--- src/rtl/falu_arbiter.sv ---
// ---------------------------------------------------------------------------
// falu_arbiter
//
// Purpose:
//   Shares one combinational floatALU between two requesters. A round-robin
//   arbiter picks one requester in IDLE, the accepted operands are registered
//   onto the ALU port (EXEC), and the ALU outputs are captured into a response
//   register presented in RESP until the consumer accepts it. The carry-out
//   of each completed operation is fed back as carry-in for the next one.
//   Op codes and float fields pass through untouched; all float semantics
//   live in the external floatALU.
//
// Parameters:
//   WIDTH      total float word width
//   EXP_W      exponent field width (format description only)
//   MANTISSA_W mantissa field width (format description only)
//
// Ports:
//   clk, rst_n          clock, asynchronous active-low reset
//   req_valid/req_ready per-requester handshake (bit i = requester i)
//   req_a, req_b        packed operands, requester i at [i*WIDTH +: WIDTH]
//   req_op              packed op codes, requester i at [i*4 +: 4]
//   rsp_valid/rsp_ready response handshake
//   rsp_id              requester owning the response
//   rsp_result/rsp_flags captured ALU result and flags (flags[2] = carry-out)
//   alu_a/alu_b/alu_op  registered operands/op driven to the floatALU
//   alu_cin             registered carry-in (last captured carry-out)
//   alu_result/alu_flags floatALU outputs, combinational from alu_*
//   sticky_clr/sticky_flags  only with FALU_ARB_STICKY_EN: accumulated flags
//   dbg_state           current FSM state (IDLE=0, EXEC=1, RESP=2)
//
// Optional feature macro: FALU_ARB_STICKY_EN
//
// Handshake: a transfer happens on a rising edge where valid and ready are
// both high. valid never depends on ready; once rsp_valid is high the
// response (id, result, flags) is held until the transfer. req_ready is a
// combinational function of state, pointer and req_valid.
// ---------------------------------------------------------------------------
module falu_arbiter #(
    parameter int WIDTH      = 8,
    parameter int EXP_W      = 4,
    parameter int MANTISSA_W = 3
) (
    input  logic               clk,
    input  logic               rst_n,
    input  logic [1:0]         req_valid,
    output logic [1:0]         req_ready,
    input  logic [2*WIDTH-1:0] req_a,
    input  logic [2*WIDTH-1:0] req_b,
    input  logic [7:0]         req_op,
    output logic               rsp_valid,
    input  logic               rsp_ready,
    output logic               rsp_id,
    output logic [WIDTH-1:0]   rsp_result,
    output logic [2:0]         rsp_flags,
    output logic [WIDTH-1:0]   alu_a,
    output logic [WIDTH-1:0]   alu_b,
    output logic [3:0]         alu_op,
    output logic               alu_cin,
    input  logic [WIDTH-1:0]   alu_result,
    input  logic [2:0]         alu_flags,
`ifdef FALU_ARB_STICKY_EN
    input  logic               sticky_clr,
    output logic [2:0]         sticky_flags,
`endif
    output logic [1:0]         dbg_state
);

    // A sign bit plus the exponent and mantissa fields must fit in the word.
    if (WIDTH < EXP_W + MANTISSA_W + 1) begin : g_bad_format
        $error("falu_arbiter: WIDTH too small for EXP_W + MANTISSA_W + sign");
    end

    typedef enum logic [1:0] {
        ST_IDLE = 2'd0,
        ST_EXEC = 2'd1,
        ST_RESP = 2'd2
    } state_t;

    state_t             state_q, state_d;
    logic               last_q, last_d;          // last granted requester
    logic               rsp_id_q, rsp_id_d;
    logic [WIDTH-1:0]   rsp_result_q, rsp_result_d;
    logic [2:0]         rsp_flags_q, rsp_flags_d;
    logic [WIDTH-1:0]   alu_a_q, alu_a_d;
    logic [WIDTH-1:0]   alu_b_q, alu_b_d;
    logic [3:0]         alu_op_q, alu_op_d;
    logic               alu_cin_q, alu_cin_d;

    logic               gnt_idx;
    logic               req_hs;
    logic               rsp_hs;
    logic [WIDTH-1:0]   sel_a;
    logic [WIDTH-1:0]   sel_b;
    logic [3:0]         sel_op;

    // ---------------------------------------------------------------------
    // Round-robin grant: a lone valid requester wins; on a tie the one not
    // granted last wins. The pointer only moves on an actual handshake.
    // ---------------------------------------------------------------------
    always_comb begin
        gnt_idx   = 1'b0;
        req_ready = 2'b00;
        if (req_valid == 2'b11) begin
            gnt_idx = ~last_q;
        end else begin
            gnt_idx = req_valid[1];
        end
        if ((state_q == ST_IDLE) && req_valid[gnt_idx]) begin
            req_ready = gnt_idx ? 2'b10 : 2'b01;
        end
    end

    // req_ready is only ever set for a valid requester, so any ready bit
    // means a transfer this cycle.
    assign req_hs = |req_ready;
    assign rsp_hs = rsp_valid & rsp_ready;

    assign sel_a  = gnt_idx ? req_a[2*WIDTH-1:WIDTH] : req_a[WIDTH-1:0];
    assign sel_b  = gnt_idx ? req_b[2*WIDTH-1:WIDTH] : req_b[WIDTH-1:0];
    assign sel_op = gnt_idx ? req_op[7:4] : req_op[3:0];

    // ---------------------------------------------------------------------
    // FSM next state and datapath register loads
    // ---------------------------------------------------------------------
    always_comb begin
        state_d      = state_q;
        last_d       = last_q;
        rsp_id_d     = rsp_id_q;
        rsp_result_d = rsp_result_q;
        rsp_flags_d  = rsp_flags_q;
        alu_a_d      = alu_a_q;
        alu_b_d      = alu_b_q;
        alu_op_d     = alu_op_q;
        alu_cin_d    = alu_cin_q;

        case (state_q)
            ST_IDLE: begin
                if (req_hs) begin
                    state_d  = ST_EXEC;
                    last_d   = gnt_idx;
                    rsp_id_d = gnt_idx;
                    alu_a_d  = sel_a;
                    alu_b_d  = sel_b;
                    alu_op_d = sel_op;
                end
            end
            ST_EXEC: begin
                // The ALU has had a full cycle on stable registered inputs.
                state_d      = ST_RESP;
                rsp_result_d = alu_result;
                rsp_flags_d  = alu_flags;
                alu_cin_d    = alu_flags[2];
            end
            ST_RESP: begin
                if (rsp_hs) begin
                    state_d = ST_IDLE;
                end
            end
            default: begin
                state_d = ST_IDLE;
            end
        endcase
    end

    always_ff @(posedge clk or negedge rst_n) begin
        if (!rst_n) begin
            state_q      <= ST_IDLE;
            last_q       <= 1'b1;   // requester 0 wins the first tie
            rsp_id_q     <= 1'b0;
            rsp_result_q <= '0;
            rsp_flags_q  <= 3'b000;
            alu_a_q      <= '0;
            alu_b_q      <= '0;
            alu_op_q     <= 4'h0;
            alu_cin_q    <= 1'b0;
        end else begin
            state_q      <= state_d;
            last_q       <= last_d;
            rsp_id_q     <= rsp_id_d;
            rsp_result_q <= rsp_result_d;
            rsp_flags_q  <= rsp_flags_d;
            alu_a_q      <= alu_a_d;
            alu_b_q      <= alu_b_d;
            alu_op_q     <= alu_op_d;
            alu_cin_q    <= alu_cin_d;
        end
    end

    assign rsp_valid  = (state_q == ST_RESP);
    assign rsp_id     = rsp_id_q;
    assign rsp_result = rsp_result_q;
    assign rsp_flags  = rsp_flags_q;
    assign alu_a      = alu_a_q;
    assign alu_b      = alu_b_q;
    assign alu_op     = alu_op_q;
    assign alu_cin    = alu_cin_q;
    assign dbg_state  = state_q;

`ifdef FALU_ARB_STICKY_EN
    // ---------------------------------------------------------------------
    // Sticky flags: accumulate flags of every delivered response; a clear
    // in the same cycle as a delivery wins.
    // ---------------------------------------------------------------------
    logic [2:0] sticky_q, sticky_d;

    always_comb begin
        sticky_d = sticky_q;
        if (sticky_clr) begin
            sticky_d = 3'b000;
        end else if (rsp_hs) begin
            sticky_d = sticky_q | rsp_flags_q;
        end
    end

    always_ff @(posedge clk or negedge rst_n) begin
        if (!rst_n) begin
            sticky_q <= 3'b000;
        end else begin
            sticky_q <= sticky_d;
        end
    end

    assign sticky_flags = sticky_q;
`endif

endmodule
--- config.mk ---
export PLATFORM = sky130hd
export DESIGN_NAME = falu_arbiter
export DESIGN_NICKNAME = d
export VERILOG_FILES = /design/src/rtl/falu_arbiter.sv
export SDC_FILE = /design/constraint.sdc
export NUM_CORES = 1
export LEC_CHECK = 0
export CAP_MARGIN = 25
export CORE_ASPECT_RATIO = 0.5
export CORE_MARGIN = 5
export CORE_UTILIZATION = 35
export DETAILED_ROUTE_END_ITERATION = 10
export PLACE_DENSITY = 0.72
export REMOVE_ABC_BUFFERS = 1
export SYNTH_ARGS = -nofsm -noshare
export SYNTH_HDL_FRONTEND = slang
export SYNTH_SLANG_ARGS = --single-unit
--- constraint.sdc ---
create_clock -name clk -period 1.6 [get_ports clk]
set_clock_uncertainty 0.05 [all_clocks]
set_input_delay 0.48 -clock clk [delete_from_list [all_inputs] [get_ports clk]]
set_output_delay 0.48 -clock clk [all_outputs]
set_load 0.01 [all_outputs]
==> results.ini, run 1 <==
[finish]
diodes=0
fin_cells=326
layout.nets=311
final_util_pct=58.7
syn2layout_area_growth_pct=60.3
final_layout_size_suffix_gt1_share_pct=32.4
finalInstanceArea_um2=2920
fillers=449

[power_and_ir_drop]
clkPwrFrac_pct=14.3
power_leakage_uw=0.00139
swShare_pct=36.9
total_power_uw=4870
peakVddDrop_mv=0.713
switching_power_uw=1800
intPower_uw=3070
combPwrFrac_pct=52.7
pwr-share-seq_pct=33.1
powerDensity_nw_per_um2=1670

[run_status]
violations=negative setup slack
status=complete, but fails checks

[clock_tree]
ctsHoldBuffers=0
cts.clk_slew.worst_paths_ns=0.07
clock-root-buffer=clkbuf_8
clock_path_buffers=2
clock_latency_ns=0.28
htreeDepth=2
cts.sinks=35
cts_tree=built
cts_made_buffers=5

[routing]
drt-initial-drc-count=77
drtAntennaViolNets=0
vias=1497
wirelength_um=4820
routedWlPerCell_um=14.8
drtPass1Iterations=4
vias_per_cell=4.59
drcViolationCount=0

[timing]
layout_setup_ws_ns=-0.157
hold_viol_final=0
max_freq_mhz=569
min_period_ns=1.76
rsz0062_at_grt=yes
fin_crit_sh_pct=110
relSlewSlack_pct=73.8
tns_ns=-0.261
drv_slew=0
finalSetupViolCount=3
worst_pin_slew_ns=0.392

[setup_path]
crit_fanout=3
r2r_start=last_q
cpMaxStageDelayCell=dfstp_2
crit_end=req_ready[0]
critPathKind=flop to output pin
r2r_end=alu_op[2]
cpPeakStageDelay_ns=0.56
arrival_ns=1.23
ff2ff_setup_slack_ns=0.11
rr_worst_depth=5
endpoint_kind=output pin
cp.required_ns=1.07
worstSetupStartpointType=flop
crit_chain=nand2b_4 -> nand3_2 -> inv_1 -> buf_2
startpoint=last_q

[grt]
grt.overflow.total=0
grt_max_degree=25
grt_pass1_vias=1568
antenna_found_initial=0
grt_usage_pct=14.4
grt_pass1_wl_um=7780

[floorplan]
die_w_um=112
initial_core_util_pct=36.6
coreArea_um2=4980
die_h_um=61.0
die-area_um2=6840
io_pins=94
fp-row-count=18

[synth]
synth_area_per_cell_um2=11.8
yosysWarnings=0
yosysSeqAreaShare_pct=48.1
syn_area_um2=1820
synth_seq_cells=35
synth_cell_types=19
syn_inst=154

[place]
portBuffers=93
dp_hpwl_um=3640
dp_cells=316
placed_cell_area_um2=2830
place.gp.congestion=0.780

[min_path]
min_path_type=primary input to asynchronous set/reset pin

[run]
maxCapViolations=0

-- critical path: cells and delay by family (launching register included) --
kind | cells | cell delay, ns
flops | 1 | 0.56
simple gates | 2 | 0.21
buf+inv | 2 | 0.18
-- cells by family after synthesis --
logic type | share of synthesized area, %
multiplexers | 6.80
buffers and inverters | 14.1
AND/OR/NAND/NOR | 4.94
flip-flops | 48.1
AO/OA/AOI/OAI | 26.0
-- repair_timing --
action                                  4_1_cts  5_1_grt
resized for setup                            65        1
endpoints found under the setup margin       41        4
setup buffers                                 1        1
-- sequential cells by signal, summed over array words and instances, names as in the netlist --
name,flops
rsp_result,8
alu_op,4
rsp_flags,3
dbg_state,2
last_q,1
alu_a,8
alu_b,8
rsp_id,1
-- layout make-up --
type                    instances  area (um^2)  share of cell area, %
repair buffers                104          985                   33.7
flip-flops and latches         35          877                   30.0
clock buffers                   8          100                   3.43
multi-input cells              66          709                   24.3
inverters                      43          161                   5.53
well taps                      70         87.6                   3.00
-- cell usage after synthesis --
library cell,count,area [um^2]
inv_1,43,161
dfrtp_1,34,851
o221ai_2,19,285
o21ai_2,17,149
mux2_2,11,124
buf_6,7,78.8
o21ai_0,6,30.0
nand2_1,3,11.3
buf_2,2,10.0
nand2b_1,2,12.5
nor2_2,2,12.5
buf_4,1,7.51
dfstp_2,1,26.3
nand2b_4,1,13.8
nand3_2,1,10.0
nand3_4,1,17.5
nor2_1,1,3.75
o221ai_1,1,8.76
or2_4,1,8.76
-- per-layer routing --
layer  track usage, %  vias to the layer above  part of all wire (%)
li1                 -                      724                     -
met1             16.8                      735                    40
met2             26.6                       34                    54
met3             4.22                        4                   5.3
met4             4.62                        0                  0.83
met5                0                        -                     0
-- cell usage in the layout (no fill, tap or decap), types with 2 or more instances in the layout --
master / count
buf_12: 2
nand2b_4: 3
inv_2: 2
o21ai_0: 5
inv_1: 41
buf_6: 4
dlygate4sd2_1: 35
o21ai_2: 17
buf_4: 7
buf_2: 4
clkbuf_8: 7
o221ai_2: 19
nand2_1: 2
mux2_2: 11
dfrtp_1: 34
clkdlybuf4s50_1: 52
-- power by group through the flow --
stage | Clock, uW | Sequential (uW) | Combinational, uW
after CTS | 729 | 1610 | 2610
after floorplan | 0 | 1830 | 1180
after global placement | 0 | 1610 | 2790
final | 695 | 1610 | 2560
after detailed placement | 0 | 1620 | 2840
after global routing | 774 | 1670 | 2780
-- through the flow --
stage               hold WS [ns]  setup WS, ns
floorplan                  0.134        -0.205
global placement           0.339        -0.660
detailed placement         0.340        -0.682
CTS                       0.0260        -0.152
global route              0.0347        -0.221
finish                    0.0340        -0.157
-- worst min path at each step --
| stage | to | depth (start not counted) | startpoint |
|---|---|---|---|
| 3_3_place_gp | alu_a[0] | 1 | rst_n |
| 6_report | alu_a[0] | 1 | rst_n |
| 2_1_floorplan | alu_a[0] | 0 | rst_n |
| 3_5_place_dp | alu_a[0] | 1 | rst_n |
| 5_1_grt | alu_a[0] | 1 | rst_n |
| 4_1_cts | alu_a[0] | 1 | rst_n |
(Power assumes the default switching activity.)
==> run 2, diff against run 1 <==
==> constraint.sdc (replaced) <==
create_clock -name clk -period 2.3 [get_ports clk]
set_clock_uncertainty 0.05 [all_clocks]
set_input_delay 0.69 -clock clk [delete_from_list [all_inputs] [get_ports clk]]
set_output_delay 0.69 -clock clk [all_outputs]
set_load 0.01 [all_outputs]
==> results.ini, run 2 (synthesized netlist as in run 1, its figures left out) <==
[run_status]
status=finished clean

[floorplan]
die_h_um=61.0  ; unchanged
io_pins=94  ; unchanged
fp-row-count=18  ; unchanged
coreArea_um2=4980  ; unchanged
die_w_um=112  ; unchanged
initial_core_util_pct=36.6  ; unchanged
die-area_um2=6840  ; unchanged

[clock_tree]
clock-root-buffer=clkbuf_8
clock_latency_ns=0.28  ; about the same
htreeDepth=2  ; unchanged
cts.sinks=35  ; unchanged
cts.clk_slew.worst_paths_ns=0.07  ; about the same
cts_tree=built
ctsHoldBuffers=0  ; unchanged
cts_made_buffers=5  ; unchanged
clock_path_buffers=2  ; unchanged

[routing]
vias_per_cell=4.64  ; +1.1%
routedWlPerCell_um=14.6  ; -1.2%
vias=1490  ; -0.47%
drcViolationCount=0  ; unchanged
drtPass1Iterations=4  ; unchanged
wirelength_um=4690  ; -2.7%
drtAntennaViolNets=0  ; unchanged
drt-initial-drc-count=52  ; -32%

[power_and_ir_drop]
powerDensity_nw_per_um2=1200  ; -28%
total_power_uw=3450  ; -29%
power_leakage_uw=0.00128  ; -8.1%
peakVddDrop_mv=0.431  ; -40%

[min_path]
min_path_type=primary input to asynchronous set/reset pin

[finish]
diodes=0  ; unchanged
syn2layout_area_growth_pct=57.9
fin_cells=321  ; -1.5%
layout.nets=306  ; -1.6%
layout_commonest_cell=clkdlybuf4s50_1
final_cell_mix=clkdlybuf4s50_1 (88), inv_1 (43), dfrtp_1 (33)
final_layout_size_suffix_gt1_share_pct=27.5  ; -4.9 points

[grt]
use_met2_pct=25.3  ; -1.3 points
antenna_found_initial=0  ; unchanged
use_met1_pct=17.2  ; +0.39 points
grt_max_degree=36  ; +44%
use_met3_pct=3.63  ; -0.59 points
grt_usage_pct=14.1  ; -0.32 points
grt_pass1_vias=1551  ; -1.1%
grt.overflow.total=0  ; unchanged
top_usage_layer=met2
grt_pass1_wl_um=7670  ; -1.4%

[timing]
hold_viol_final=0  ; unchanged
worst_pin_slew_ns=0.796  ; +0.403 ns
fin_crit_sh_pct=96.7
drv_slew=0  ; unchanged
tns_ns=0  ; +0.261 ns
finalSetupViolCount=0  ; -3
relSlewSlack_pct=47.0  ; -27 points
layout_setup_ws_ns=0.0761  ; +0.233 ns
rsz0062_at_grt=no
max_freq_mhz=450
min_period_ns=2.22

[setup_path]
critPathKind=primary input to output pin
worstSetupStartpointType=primary input
cpMaxStageDelayCell=dlygate4sd2_1
crit_path_frequent_cell=dlygate4sd2_1
arrival_ns=1.48  ; +0.25 ns
endpoint_kind=output pin
crit_fanout=3  ; unchanged
critPathTopFamily=buffers and inverters
cp.buffers_inverters=3  ; +1
crit_chain=dlygate4sd2_1 -> nand2b_1 -> nand3_2 -> inv_1 -> dlygate4sd2_1
cp.required_ns=1.56  ; +0.49 ns
cpPeakStageDelay_ns=0.29  ; -0.27 ns
ff2ff_setup_slack_ns=0.86  ; +0.75 ns

[place]
pre_cts_ws_ns=-0.426  ; +0.256 ns
dp_hpwl_um=3530  ; -2.8%
place.gp.congestion=0.784  ; +0.53%
portBuffers=93  ; unchanged
dp_cells=312  ; -1.3%

[run]
maxCapViolations=0  ; unchanged

## run 2: final timing paths
path / startpoint / end / cells past startpoint
max in group asynchronous: rst_n / dbg_state[0] / 1
worst max register to register: dbg_state[0] / alu_b[0] / 5
worst min register to register: last_q / last_q / 2
worst min-delay path: rst_n / alu_b[6] / 1
worst max-delay path: req_valid[1] / req_ready[0] / 5
min in group clk: last_q / last_q / 2
## run 2: per-stage QoR
step | instance area (um^2) | hold WS (ns) | util (%)
after global routing | 2880 | 0.467 | 57.8
after floorplan | 1730 | 0.344 | -
final | 2880 | 0.432 | 57.8
after detailed placement | 2790 | 0.428 | 56.0
after global placement | 2790 | 0.430 | 56.0
after CTS | 2870 | 0.446 | 57.6
## run 2: layout make-up
| class | count | area [um^2] |
|---|---|---|
| clock buffers | 7 | 76.3 |
| clock inverters | 1 | 5.00 |
| fillers | 426 | 2100 |
| inverters | 43 | 161 |
| multi-input cells | 66 | 689 |
| flip-flops and latches | 35 | 878 |
| well taps | 70 | 87.6 |
| repair buffers | 99 | 978 |
## run 2: repair_timing
item / in CTS / in global routing
endpoints found under the setup margin: 2 / 1
buffers inserted: 0 / 1
endpoints found under the hold margin: 0 / 0
gates resized for setup: 5 / 1
gates cloned: 0 / 0
## run 2: metal layers
layer | wire length [um] | vias to the layer above
met1 | 1930 | 745
met5 | 0 | -
met2 | 2480 | 33
li1 | - | 707
met3 | 229 | 5
met4 | 46 | 0
## run 2: where the power goes
group	switching, uW	total (uW)	leakage (uW)	internal (uW)
Combinational	819	1890	0.000813	1070
Clock	211	424	0.0000422	212
Sequential	198	1130	0.000422	934
==> run 3, diff against run 2 <==
--- a/config.mk
+++ b/config.mk
@@ -12,6 +12,7 @@
 export DETAILED_ROUTE_END_ITERATION = 10
 export PLACE_DENSITY = 0.72
 export REMOVE_ABC_BUFFERS = 1
+export SETUP_SLACK_MARGIN = 0.05
 export SYNTH_ARGS = -nofsm -noshare
 export SYNTH_HDL_FRONTEND = slang
 export SYNTH_SLANG_ARGS = --single-unit
==> results.ini, run 3 (synthesized netlist as in run 1, its figures left out) <==
[routing]
wl_met1_um=1930  ; +0.26%
wirelength_um=4690  ; about the same
routedWlPerCell_um=14.6  ; -0.23%
drtAntennaViolNets=0  ; unchanged
drt-initial-drc-count=54  ; +3.8%
route.met3.wl_um=228  ; -0.44%
wl_met2_um=2480  ; about the same
routed.top_layer=met4
drtPass1Iterations=4  ; unchanged
vias=1500  ; +0.67%
vias_per_cell=4.66  ; +0.36%
drcViolationCount=0  ; unchanged

[setup_path]
critPathKind=primary input to output pin
cp.required_ns=1.56  ; about the same
endpoint_kind=output pin
worstSetupStartpointType=primary input
crit_chain=dlygate4sd2_1 -> nand2b_1 -> nand3_2 -> inv_1 -> clkdlybuf4s15_1
cpMaxStageDelayCell=dlygate4sd2_1
crit_fanout=3  ; unchanged
cpPeakStageDelay_ns=0.29  ; about the same
critPathTopFamily=buffers and inverters
cp.buffers_inverters=3  ; unchanged
arrival_ns=1.46  ; -0.02 ns

[grt]
grt.overflow.total=0  ; unchanged
grt_usage_pct=14.2  ; +0.088 points
antenna_found_initial=0  ; unchanged
grt_max_degree=36  ; unchanged
grt_pass1_vias=1557  ; +0.39%
grt_pass1_wl_um=7710  ; +0.64%

[floorplan]
die_h_um=61.0  ; unchanged
initial_core_util_pct=36.6  ; unchanged
io_pins=94  ; unchanged
coreArea_um2=4980  ; unchanged
fp-row-count=18  ; unchanged
die_w_um=112  ; unchanged
die-area_um2=6840  ; unchanged

[timing]
worst_pin_slew_ns=0.787  ; -0.00862 ns
fin_crit_sh_pct=95.5  ; -1.2 points
hold_viol_final=0  ; unchanged
drv_slew=0  ; unchanged
relSlewSlack_pct=47.5  ; +0.57 points
tns_ns=0  ; unchanged
max_freq_mhz=455  ; +1.2%
finalSetupViolCount=0  ; unchanged
rsz0062_at_grt=no
min_period_ns=2.20  ; -0.0273 ns

[clock_tree]
cts_tree=built
clock_path_buffers=2  ; unchanged
htreeDepth=2  ; unchanged
clock_latency_ns=0.28  ; about the same
clock-root-buffer=clkbuf_8
cts.sinks=35  ; unchanged
cts_made_buffers=5  ; unchanged
ctsHoldBuffers=0  ; unchanged
cts.clk_slew.worst_paths_ns=0.07  ; about the same

[finish]
final_cell_mix=clkdlybuf4s50_1 (88), inv_1 (43), dfrtp_1 (33)
layout_commonest_cell=clkdlybuf4s50_1
final_layout_size_suffix_gt1_share_pct=27.8  ; +0.29 points
diodes=0  ; unchanged
syn2layout_area_growth_pct=58.4
fin_cells=322  ; +0.31%
layout.nets=307  ; +0.33%
fillers=428  ; +0.47%

[place]
place.gp.congestion=0.784  ; unchanged
dp_hpwl_um=3530  ; unchanged
portBuffers=93  ; unchanged
dp_cells=312  ; unchanged

[min_path]
min_path_type=primary input to asynchronous set/reset pin

[power_and_ir_drop]
powerDensity_nw_per_um2=1200  ; +0.17%
peakVddDrop_mv=0.430  ; -0.29%
power_leakage_uw=0.00128  ; +0.18%

[run]
maxCapViolations=0  ; unchanged

[run_status]
status=finished clean

## run 3: cell type report
class                   count  area (um^2)  share of cell area (%)
inverters                  43          161                    5.59
flip-flops and latches     35          878                    30.4
clock inverters             1         5.00                   0.173
repair buffers            100          987                    34.2
multi-input cells          66          689                    23.9
well taps                  70         87.6                    3.04
clock buffers               7         76.3                    2.65
## run 3: final timing paths
kind	startpoint	endpoint	slack, ns	cells after the start
worst max-delay path	req_valid[1]	req_ready[0]	0.10	5
worst min-delay path	rst_n	alu_b[6]	0.43	1
worst max register to register	dbg_state[0]	alu_b[5]	0.69	5
worst min register to register	last_q	last_q	0.44	2
max in group asynchronous	rst_n	dbg_state[0]	1.20	1
min in group clk	last_q	last_q	0.44	2
## run 3: report_power, final
part	internal [uW]	switching, uW
clock network	212	213
logic	1090	828
registers	934	191
total	2230	1230
## run 3: what timing repair did
action	CTS	global route
endpoints found under the setup margin	3	1
buffers inserted	2	0
resized for setup	6	1
## run 3: through the flow
stage | power (uW) | util, % | cell area (um^2) | hold slack (ns) | setup slack, ns
after CTS | 3520 | 57.9 | 2880 | 0.446 | 0.0699
after detailed placement | 3060 | 56.0 | 2790 | 0.428 | -0.426
after global routing | 3700 | 58.0 | 2890 | 0.467 | 0.0599
after floorplan | 2090 | - | 1730 | 0.344 | 0.191
final | 3460 | 58.0 | 2890 | 0.427 | 0.103
after global placement | 3010 | 56.0 | 2790 | 0.430 | -0.379
## run 3: worst register-to-register path, stage by stage, from the launching register on
cell,delay [ns]
dfrtp_2,0.40
buf_4,0.15
buf_4,0.14
or2_4,0.37
o21ai_0,0.27
o221ai_2,0.12
## run 3: routing by layer
layer,global-route usage [%],vias to the layer above
met5,0,-
met2,25.6,33
met3,3.63,5
met4,4.62,0
met1,17.3,748
li1,-,714
